**src/rtl/matrix_vector_product.sv**
```systemverilog
`default_nettype none
// ============================================================================
// Module      : matrix_vector_product
// Description : Tiled multi-cycle unsigned matrix-vector multiplier.
//               TRANSPOSE=0 computes y = M*v, TRANSPOSE=1 computes y = M^T*v.
//               Operands are captured on start; one row-tile (TILING_H
//               columns) is processed per cycle into per-output accumulators.
// Revision    : 1.0 - initial release
// ============================================================================
module matrix_vector_product #(
    parameter int VECTOR_SIZE = 5,
    parameter int CELL_WIDTH  = 8,
    parameter int TILING_H    = 4,
    parameter int ACC_WIDTH   = 2*CELL_WIDTH+3,
    parameter int TRANSPOSE   = 0
) (
    input  logic                                      clk,
    input  logic                                      rst_n,
    input  logic                                      start,
    input  logic [VECTOR_SIZE*VECTOR_SIZE*CELL_WIDTH-1:0] m,
    input  logic [VECTOR_SIZE*CELL_WIDTH-1:0]         v,
    output logic [VECTOR_SIZE*ACC_WIDTH-1:0]          result,
    output logic                                      busy,
    output logic                                      finish
);

    // Number of column tiles per row and counter widths.
    localparam int NT = (VECTOR_SIZE + TILING_H - 1) / TILING_H;
    localparam int RW = (VECTOR_SIZE > 1) ? $clog2(VECTOR_SIZE) : 1;
    localparam int TW = (NT > 1) ? $clog2(NT) : 1;
    localparam int PW = 2*CELL_WIDTH;

    localparam logic [RW-1:0] LAST_R = RW'(VECTOR_SIZE-1);
    localparam logic [TW-1:0] LAST_C = TW'(NT-1);

    localparam logic [0:0] S_IDLE = 1'b0;
    localparam logic [0:0] S_RUN  = 1'b1;

    logic [0:0]    state_q, state_d;
    logic [RW-1:0] r_q, r_d;
    logic [TW-1:0] c_q, c_d;
    logic          finish_q;
    logic          w_accept;
    logic          w_run;
    logic          w_last;

    // Captured operands; packed so m_q[r][j] matches the row-major input layout.
    logic [VECTOR_SIZE-1:0][VECTOR_SIZE-1:0][CELL_WIDTH-1:0] m_q;
    logic [VECTOR_SIZE-1:0][CELL_WIDTH-1:0]                  v_q;

    // State and row/tile counter registers.
    always_ff @(posedge clk or negedge rst_n) begin
        if (!rst_n) begin
            state_q <= S_IDLE;
            r_q     <= '0;
            c_q     <= '0;
        end else begin
            state_q <= state_d;
            r_q     <= r_d;
            c_q     <= c_d;
        end
    end

    // Next state: walk tiles within a row, then rows, returning to IDLE after the last tile.
    always_comb begin
        state_d = state_q;
        r_d     = r_q;
        c_d     = c_q;
        case (state_q)
            S_IDLE: begin
                if (start) begin
                    state_d = S_RUN;
                    r_d     = '0;
                    c_d     = '0;
                end
            end
            S_RUN: begin
                if (c_q == LAST_C) begin
                    c_d = '0;
                    if (r_q == LAST_R) begin
                        r_d     = '0;
                        state_d = S_IDLE;
                    end else begin
                        r_d = r_q + RW'(1);
                    end
                end else begin
                    c_d = c_q + TW'(1);
                end
            end
            default: state_d = S_IDLE;
        endcase
    end

    // Decoded controls derived from the current state.
    always_comb begin
        w_run    = (state_q == S_RUN);
        w_accept = (state_q == S_IDLE) && start;
        w_last   = w_run && (r_q == LAST_R) && (c_q == LAST_C);
        busy     = w_run;
    end

    // Operand capture on the accepting edge; later input changes are ignored.
    always_ff @(posedge clk or negedge rst_n) begin
        if (!rst_n) begin
            m_q <= '0;
            v_q <= '0;
        end else if (w_accept) begin
            m_q <= m;
            v_q <= v;
        end
    end

    // Sticky completion flag, cleared by the next accepted start.
    always_ff @(posedge clk or negedge rst_n) begin
        if (!rst_n) begin
            finish_q <= 1'b0;
        end else if (w_accept) begin
            finish_q <= 1'b0;
        end else if (w_last) begin
            finish_q <= 1'b1;
        end
    end

    assign finish = finish_q;

    if (TRANSPOSE == 0) begin : g_fwd
        // Each lane picks its product for the current tile; padding lanes read 0.
        for (genvar t = 0; t < TILING_H; t++) begin : g_lane
            logic [NT-1:0][PW-1:0] w_cand;
            logic [ACC_WIDTH-1:0]  w_part;
            for (genvar cc = 0; cc < NT; cc++) begin : g_tile
                localparam int J = cc*TILING_H + t;
                if (J < VECTOR_SIZE) begin : g_valid
                    assign w_cand[cc] = PW'(m_q[r_q][J]) * PW'(v_q[J]);
                end else begin : g_pad
                    assign w_cand[cc] = '0;
                end
            end
            // Running sum across lanes forms the single adder tree for the row.
            if (t == 0) begin : g_first
                assign w_part = ACC_WIDTH'(w_cand[c_q]);
            end else begin : g_next
                assign w_part = g_lane[t-1].w_part + ACC_WIDTH'(w_cand[c_q]);
            end
        end

        for (genvar k = 0; k < VECTOR_SIZE; k++) begin : g_acc
            logic [ACC_WIDTH-1:0] acc_q;
            // Row k accumulates the lane sum while the sweep is on row k.
            always_ff @(posedge clk or negedge rst_n) begin
                if (!rst_n) begin
                    acc_q <= '0;
                end else if (w_accept) begin
                    acc_q <= '0;
                end else if (w_run && (r_q == RW'(k))) begin
                    acc_q <= acc_q + g_lane[TILING_H-1].w_part;
                end
            end
            assign result[k*ACC_WIDTH +: ACC_WIDTH] = acc_q;
        end
    end else begin : g_tr
        for (genvar k = 0; k < VECTOR_SIZE; k++) begin : g_acc
            // Output k is fed only by lane k%TILING_H when tile k/TILING_H is active.
            localparam int KC = k / TILING_H;
            logic [PW-1:0]        w_prod;
            logic [ACC_WIDTH-1:0] acc_q;
            assign w_prod = PW'(m_q[r_q][k]) * PW'(v_q[r_q]);
            // Column k accumulates M[r][k]*v[r] as each row passes its tile.
            always_ff @(posedge clk or negedge rst_n) begin
                if (!rst_n) begin
                    acc_q <= '0;
                end else if (w_accept) begin
                    acc_q <= '0;
                end else if (w_run && (c_q == TW'(KC))) begin
                    acc_q <= acc_q + ACC_WIDTH'(w_prod);
                end
            end
            assign result[k*ACC_WIDTH +: ACC_WIDTH] = acc_q;
        end
    end

endmodule
`default_nettype wire

```
**config.mk**
```make
export PLATFORM = sky130hd
export DESIGN_NAME = matrix_vector_product
export DESIGN_NICKNAME = d
export VERILOG_FILES = /design/src/rtl/matrix_vector_product.sv
export SDC_FILE = /design/constraint.sdc
export NUM_CORES = 2
export LEC_CHECK = 0
export ABC_AREA = 1
export CAP_MARGIN = 15
export CORE_ASPECT_RATIO = 0.7
export CORE_MARGIN = 4
export CORE_UTILIZATION = 30
export CTS_CLUSTER_DIAMETER = 40
export DETAILED_ROUTE_END_ITERATION = 10
export DONT_BUFFER_PORTS = 1
export GPL_TIMING_DRIVEN = 0
export PLACE_DENSITY = 0.55
export SYNTH_ARGS = -nofsm -noshare
export SYNTH_HDL_FRONTEND = slang
export SYNTH_SLANG_ARGS = --single-unit
export TNS_END_PERCENT = 50
```
**constraint.sdc**
```tcl
create_clock -name clk -period 14.4 [get_ports clk]
set_clock_uncertainty 0.05 [all_clocks]
set_input_delay 1.44 -clock clk [delete_from_list [all_inputs] [get_ports clk]]
set_output_delay 1.44 -clock clk [all_outputs]
set_load 0.005 [all_outputs]
```
==> Word level (Yosys, flattened, before mapping) <==
Cells that the tools add are included.
{ "classes": {"addsub": 10, "n_mul": 5, "order_cmp": 2, "eq_ne": 6, "n_mux": 33, "bitwise_logic": 1, "reduce_logical": 15} }
{ "ops": {"columns": ["op", "count"], "rows": [
  ["two-way mux 19 bit", 10],
  ["two-way mux 16 bit", 8],
  ["binary-select mux 40 bit (select 3 bit)", 1],
  ["adder 19 bit", 5],
  ["multiplier 8 x 8 -> 16 bit", 5],
  ["two-way mux 40 bit", 1],
  ["adder 18 x 16 -> 19 bit", 1],
  ["adder 17 x 16 -> 18 bit", 1],
  ["adder 16 x 16 -> 17 bit", 1],
  ["nonzero test 2 bit", 6],
  ["two-way mux 3 bit", 3],
  ["logical AND 1 bit", 7],
  ["two-way mux 1 bit", 7],
  ["equality test 3 x 2 -> 1 bit (second input constant)", 2],
  ["one-hot mux 3 bit (2 select lines)", 1],
  ["< comparator 3 x 4 -> 1 bit (second input constant)", 1],
  ["one-hot mux 1 bit (2 select lines)", 2],
  ["adder 3 x 1 -> 3 bit (second input constant)", 1],
  ["equality test 3 x 1 -> 1 bit (second input constant)", 1],
  ["equality test 3 bit (second input constant)", 1],
  ["zero test 3 bit", 1],
  ["< comparator 1 x 2 -> 1 bit (second input constant)", 1],
  ["!= test 2 x 1 -> 1 bit (second input constant)", 1],
  ["!= test 2 bit (second input constant)", 1],
  ["other kinds (3)", 3]
]} }
{ "totals": {"ff_bits": 341, "inputBits": 243, "output_inout_bits": 97, "elab_cells": 111} }

==> Longest topological paths before layout <==
{ "depth": {"ltp_word": 11, "ltp_mapped": 52, "mapped_depth_nobuf": 49} }

==> Worst setup path before layout <==
Ideal clock, no wire load.
{ "synth_path": {"path_type": "flip-flop to flip-flop", "startpoint": "register r_q[0]", "endpoint": "register g_fwd.g_acc[1].acc_q[18]", "setup_time_ns": 0.119, "t_arrival_ns": 7.557, "required_ns": 14.231, "path_slack_ns": 6.674, "path_stages_with_launch": 43, "n_path_buf": 2, "period_less_slack_ns": 7.726, "cell_sequence": "dfrtp_1 > buf_6 > nor2_4 > inv_2 > nor2_4 > buf_4 > nand2_1 > nand2_1 > nand2_1 > fa_1 > fa_1 > inv_1 > fa_1 > inv_1 > fa_1 > inv_1 > ha_1 > a21oi_1 > [7 not listed] > inv_1 > ha_1 > nand2_1 > nor2_1 > nand2_1 > or2_1 > nand3_1 > nand2_1 > ha_1 > nand2_1 > nor2_1 > inv_1 > nor2_1 > nand3_1 > nand3_1 > nand3_1 > nand2_1 > nor2_1"} }
{ "synth_via": {"elab_chain_len": 11, "elab_cells_between_ends": 24, "cone_classes": "4 x add/sub; 5 x mul; 1 x eq/ne; 12 x mux; 2 x reduce/logical"} }
{ "synth_lines": {"columns": ["item", "line", "text"], "rows": [
  ["from (decl)", "40", "logic [RW-1:0] r_q, r_d;"],
  ["from (signal assigned)", "59", "r_q <= r_d;"],
  ["binary-select mux 40 bit (select 3 bit)", "134", "assign w_cand[cc] = PW'(m_q[r_q][J]) * PW'(v_q[J]);"],
  ["two-way mux 40 bit (not written as such)", "134", null],
  ["multiplier 8 x 8 -> 16 bit", "134", null],
  ["two-way mux 16 bit (on tied branches) (2 in a row)", "141, 143", null],
  ["adder 16 x 16 -> 17 bit", "143", "assign w_part = g_lane[t-1].w_part + ACC_WIDTH'(w_cand[c_q]);"],
  ["adder 17 x 16 -> 18 bit", "143", null],
  ["adder 18 x 16 -> 19 bit", "143", null],
  ["adder 19 bit", "156", "acc_q <= acc_q + g_lane[TILING_H-1].w_part;"],
  ["two-way mux 19 bit", "155", "end else if (w_run && (r_q == RW'(k))) begin"],
  ["two-way mux 19 bit", "153", "end else if (w_accept) begin"],
  ["to (signal assigned)", "156", null],
  ["to (decl)", "148", "logic [ACC_WIDTH-1:0] acc_q;"]
]} }
Parallel ways exist; a longest one is shown, timed or not. The select of a mux whose other input is x is not followed.
A chain may end at the register's enable or synchronous reset.

==> Final worst setup path <==
{ "layout_path": {"startpoint": "register r_q[1]", "endpoint": "register g_fwd.g_acc[1].acc_q[18]"} }
The elaborated chain is that of the path after synthesis.

==> results.py <==
metrics = {
    "outcome": {
        "outcome": "completed",
    },
    "worst_setup_path": {
        "path_common_cell": "nand2_1",
        "cp_slowest_cell": "dfrtp_1",
        "r2r-start": "r_q[1]$_DFFE_PN0P_",
        "critPathMaxStageDelay_ns": 0.79,
        "crit_arrival_ns": 10.44,
        "cp-end-kind": "flip-flop",
        "rr_endpoint": "g_fwd.g_acc[1].acc_q[18]$_DFFE_PN0P_",
        "cp_max_fo": 10,
        "required_ns": 14.89,
        "reg2reg_slack_ns": 4.45,
        "reg2regPathDepth": 42,
        "cp-start-kind": "flip-flop",
        "crit_type": "flip-flop to flip-flop",
    },
    "routing": {
        "wl_per_cell_um": 19.4,
        "drt-pass1-iter-count": 6,
        "dr.first_iter.drc_count": 2380,
        "wl_mm": 115,
        "drt-vias-per-instance": 4.94,
        "drc_errors": 0,
        "via_count": 29200,
        "ant_nets": 0,
    },
    "layout": {
        "syn_to_final_growth_pct": 12.7,
        "finalNonFillerCells": 5920,
        "drive_above_1_share_pct": 6.21,
        "multiInputGateArea_mm2": 0.0203,
        "layout_common_cells": "nand2_1, inv_1, nor2_1",
        "seq_area_mm2": 0.00853,
        "final_common_cell": "nand2_1",
        "nets": 5197,
        "fillers": 11400,
    },
    "placement": {
        "io_buffers": 0,
        "dp_cells": 5797,
        "globalplace.congestion": 0.927,
        "hpwlAfterDp_mm": 93.1,
        "pre_cts_slack_ns": 4.53,
    },
    "global_route": {
        "antenna_found_initial": 19,
        "first_global_vias": 27900,
        "grt_pass1_wl_mm": 173,
        "grt-ovfl-total": 0,
        "global_route.usage.total_pct": 20.5,
        "grt_max_degree": 342,
    },
    "hold_path": {
        "hold_end": "m_q[113]$_DFFE_PN0P_",
        "min_from": "m_q[113]$_DFFE_PN0P_",
        "holdCritPathClass": "flip-flop to flip-flop",
        "hold_path_depth": 2,
    },
    "cts": {
        "cts_root_buf": "clkbuf_16",
        "cts_buffer_depth": 3,
        "cts.htree.levels": 2,
        "cts-buffers-inserted": 58,
        "clock_latency_ns": 0.67,
        "cts_tree": "yes",
        "cts_resized": 0,
        "cts.sinks": 341,
        "ctsHoldBuffers": 0,
        "postCtsSetupBuffers": 0,
        "clk_pin_slew_ns": 0.06,
    },
    "timing": {
        "worst_slew_pin_slew_ns": 1.23,
        "finalHoldViolations": 0,
        "max_slew_margin_pct": 17.5,
        "rsz0062_at_grt": "no",
        "min_period_over_period_pct": 69.1,
        "tns_ns": 0,
        "fin_ws_ns": 4.45,
        "maxSlewViolCount": 0,
        "setup_viol_count_final": 0,
        "period_needed_ns": 9.95,
        "fmax_mhz": 100,
    },
    "yosys": {
        "syn_area_mm2": 0.0317,
        "synth_cell_types": 43,
        "syn_area_per_cell_um2": 7.24,
        "synthArstFlopShare_pct": 100,
        "synth_ff_type": "dfrtp_1",
        "synth-seq-cells": 341,
        "synth_warnings": 0,
        "synth_edf_count": 0,
        "syn_inst": 4378,
        "synth_seq_area_share_pct": 26.9,
        "synth.net_count": 5130,
    },
    "job": {
        "maxCapViolCount": 0,
    },
    "floorplanning": {
        "start_util_pct": 30.3,
        "num_rows": 99,
        "die_y_um": 280,
        "fp.coreArea_mm2": 0.105,
        "die_w_um": 397,
        "dieArea_mm2": 0.111,
        "num_io_pins": 340,
    },
}
[state kept, by name, summed over array words and instances (netlist names)]
name,flops
c_q,1
finish,1
r_q,3
busy,1
m_q,200
v_q,40
g_fwd.g_acc.acc_q,95
[cell families (layout without fill, tap and decap cells)]
family                     after synthesis  after routing  synth area share (%)
AOI/OAI and AO/OA                      587            587                  9.74
xor gates and xnor gates                36             36                 0.995
adders and majority gates              509            509                  25.2
buffers and inverters                  705            821                  8.98
DFF                                    341            341                  26.9
muxes                                    4              4                 0.126
other                                    0             12                     0
and+or+nand+nor                       2196           2196                  28.0
[worst max-delay path: cells and delay by family, from the launching register on]
family | cells | cell delay (ns)
fa+ha+maj | 9 | 4.31
compound gates | 7 | 1.23
simple gates | 18 | 2.65
buf+inv | 8 | 0.82
flops | 1 | 0.79
[synthesized netlist by cell type (7+ instances only)]
master | n | area, um2
xnor2_1 | 16 | 140
inv_2 | 39 | 146
xor2_1 | 20 | 175
nand3_2 | 15 | 150
buf_2 | 58 | 290
nor2_1 | 365 | 1370
fa_1 | 217 | 4340
o21bai_1 | 13 | 97.6
nor3_1 | 16 | 80.1
or2_2 | 18 | 113
buf_6 | 7 | 78.8
buf_4 | 20 | 150
nand3_1 | 251 | 1260
inv_1 | 557 | 2090
dfrtp_1 | 341 | 8530
nand4_1 | 10 | 62.6
a21oi_1 | 296 | 1480
nand2_1 | 1481 | 5560
nand3b_1 | 20 | 150
o21ai_0 | 179 | 896
o21ai_1 | 54 | 270
clkbuf_1 | 20 | 75.1
a21o_1 | 13 | 97.6
ha_1 | 292 | 3650
[metrics by stage]
step	hold WS, ns	instance area, um2	util (%)
global route	0.431	35700	34.2
floorplan	0.394	31700	-
global placement	0.410	33500	32.0
detailed placement	0.415	33600	32.1
finish	0.426	35700	34.2
CTS	0.428	35700	34.1
[layout make-up]
type | count | area share (%)
diodes | 12 | 0.0840
clock inverters | 43 | 1.67
multi-input cells | 3332 | 56.9
flip-flops and latches | 341 | 23.9
clock buffers | 66 | 4.28
inverters | 597 | 6.27
repair buffers | 7 | 0.277
well taps | 1414 | 4.95
plain buffers | 108 | 1.69
[how the worst max path moves through the flow]
stage                             from                                    to  slack [ns]  cells past startpoint
finish              r_q[1]$_DFFE_PN0P_  g_fwd.g_acc[1].acc_q[18]$_DFFE_PN0P_        4.45                     42
global route        r_q[1]$_DFFE_PN0P_  g_fwd.g_acc[1].acc_q[18]$_DFFE_PN0P_        3.76                     41
CTS                 r_q[1]$_DFFE_PN0P_  g_fwd.g_acc[1].acc_q[18]$_DFFE_PN0P_        4.53                     41
detailed placement  r_q[1]$_DFFE_PN0P_  g_fwd.g_acc[1].acc_q[18]$_DFFE_PN0P_        4.53                     41
global placement    r_q[1]$_DFFE_PN0P_  g_fwd.g_acc[1].acc_q[17]$_DFFE_PN0P_        4.09                     36
floorplan           r_q[0]$_DFFE_PN0P_  g_fwd.g_acc[1].acc_q[18]$_DFFE_PN0P_        6.67                     42
[metal layers]
layer / GRT usage [%] / vias to the layer above / wire length, um
li1: - / 14000 / -
met1: 30.2 / 14000 / 54600
met2: 29.4 / 1043 / 47200
met3: 5.45 / 144 / 10200
met4: 5.49 / 6 / 3040
met5: 0 / - / 34
Power is not shown: default switching activity piles up to over one toggle a cycle in this logic, so the estimate is an artifact.
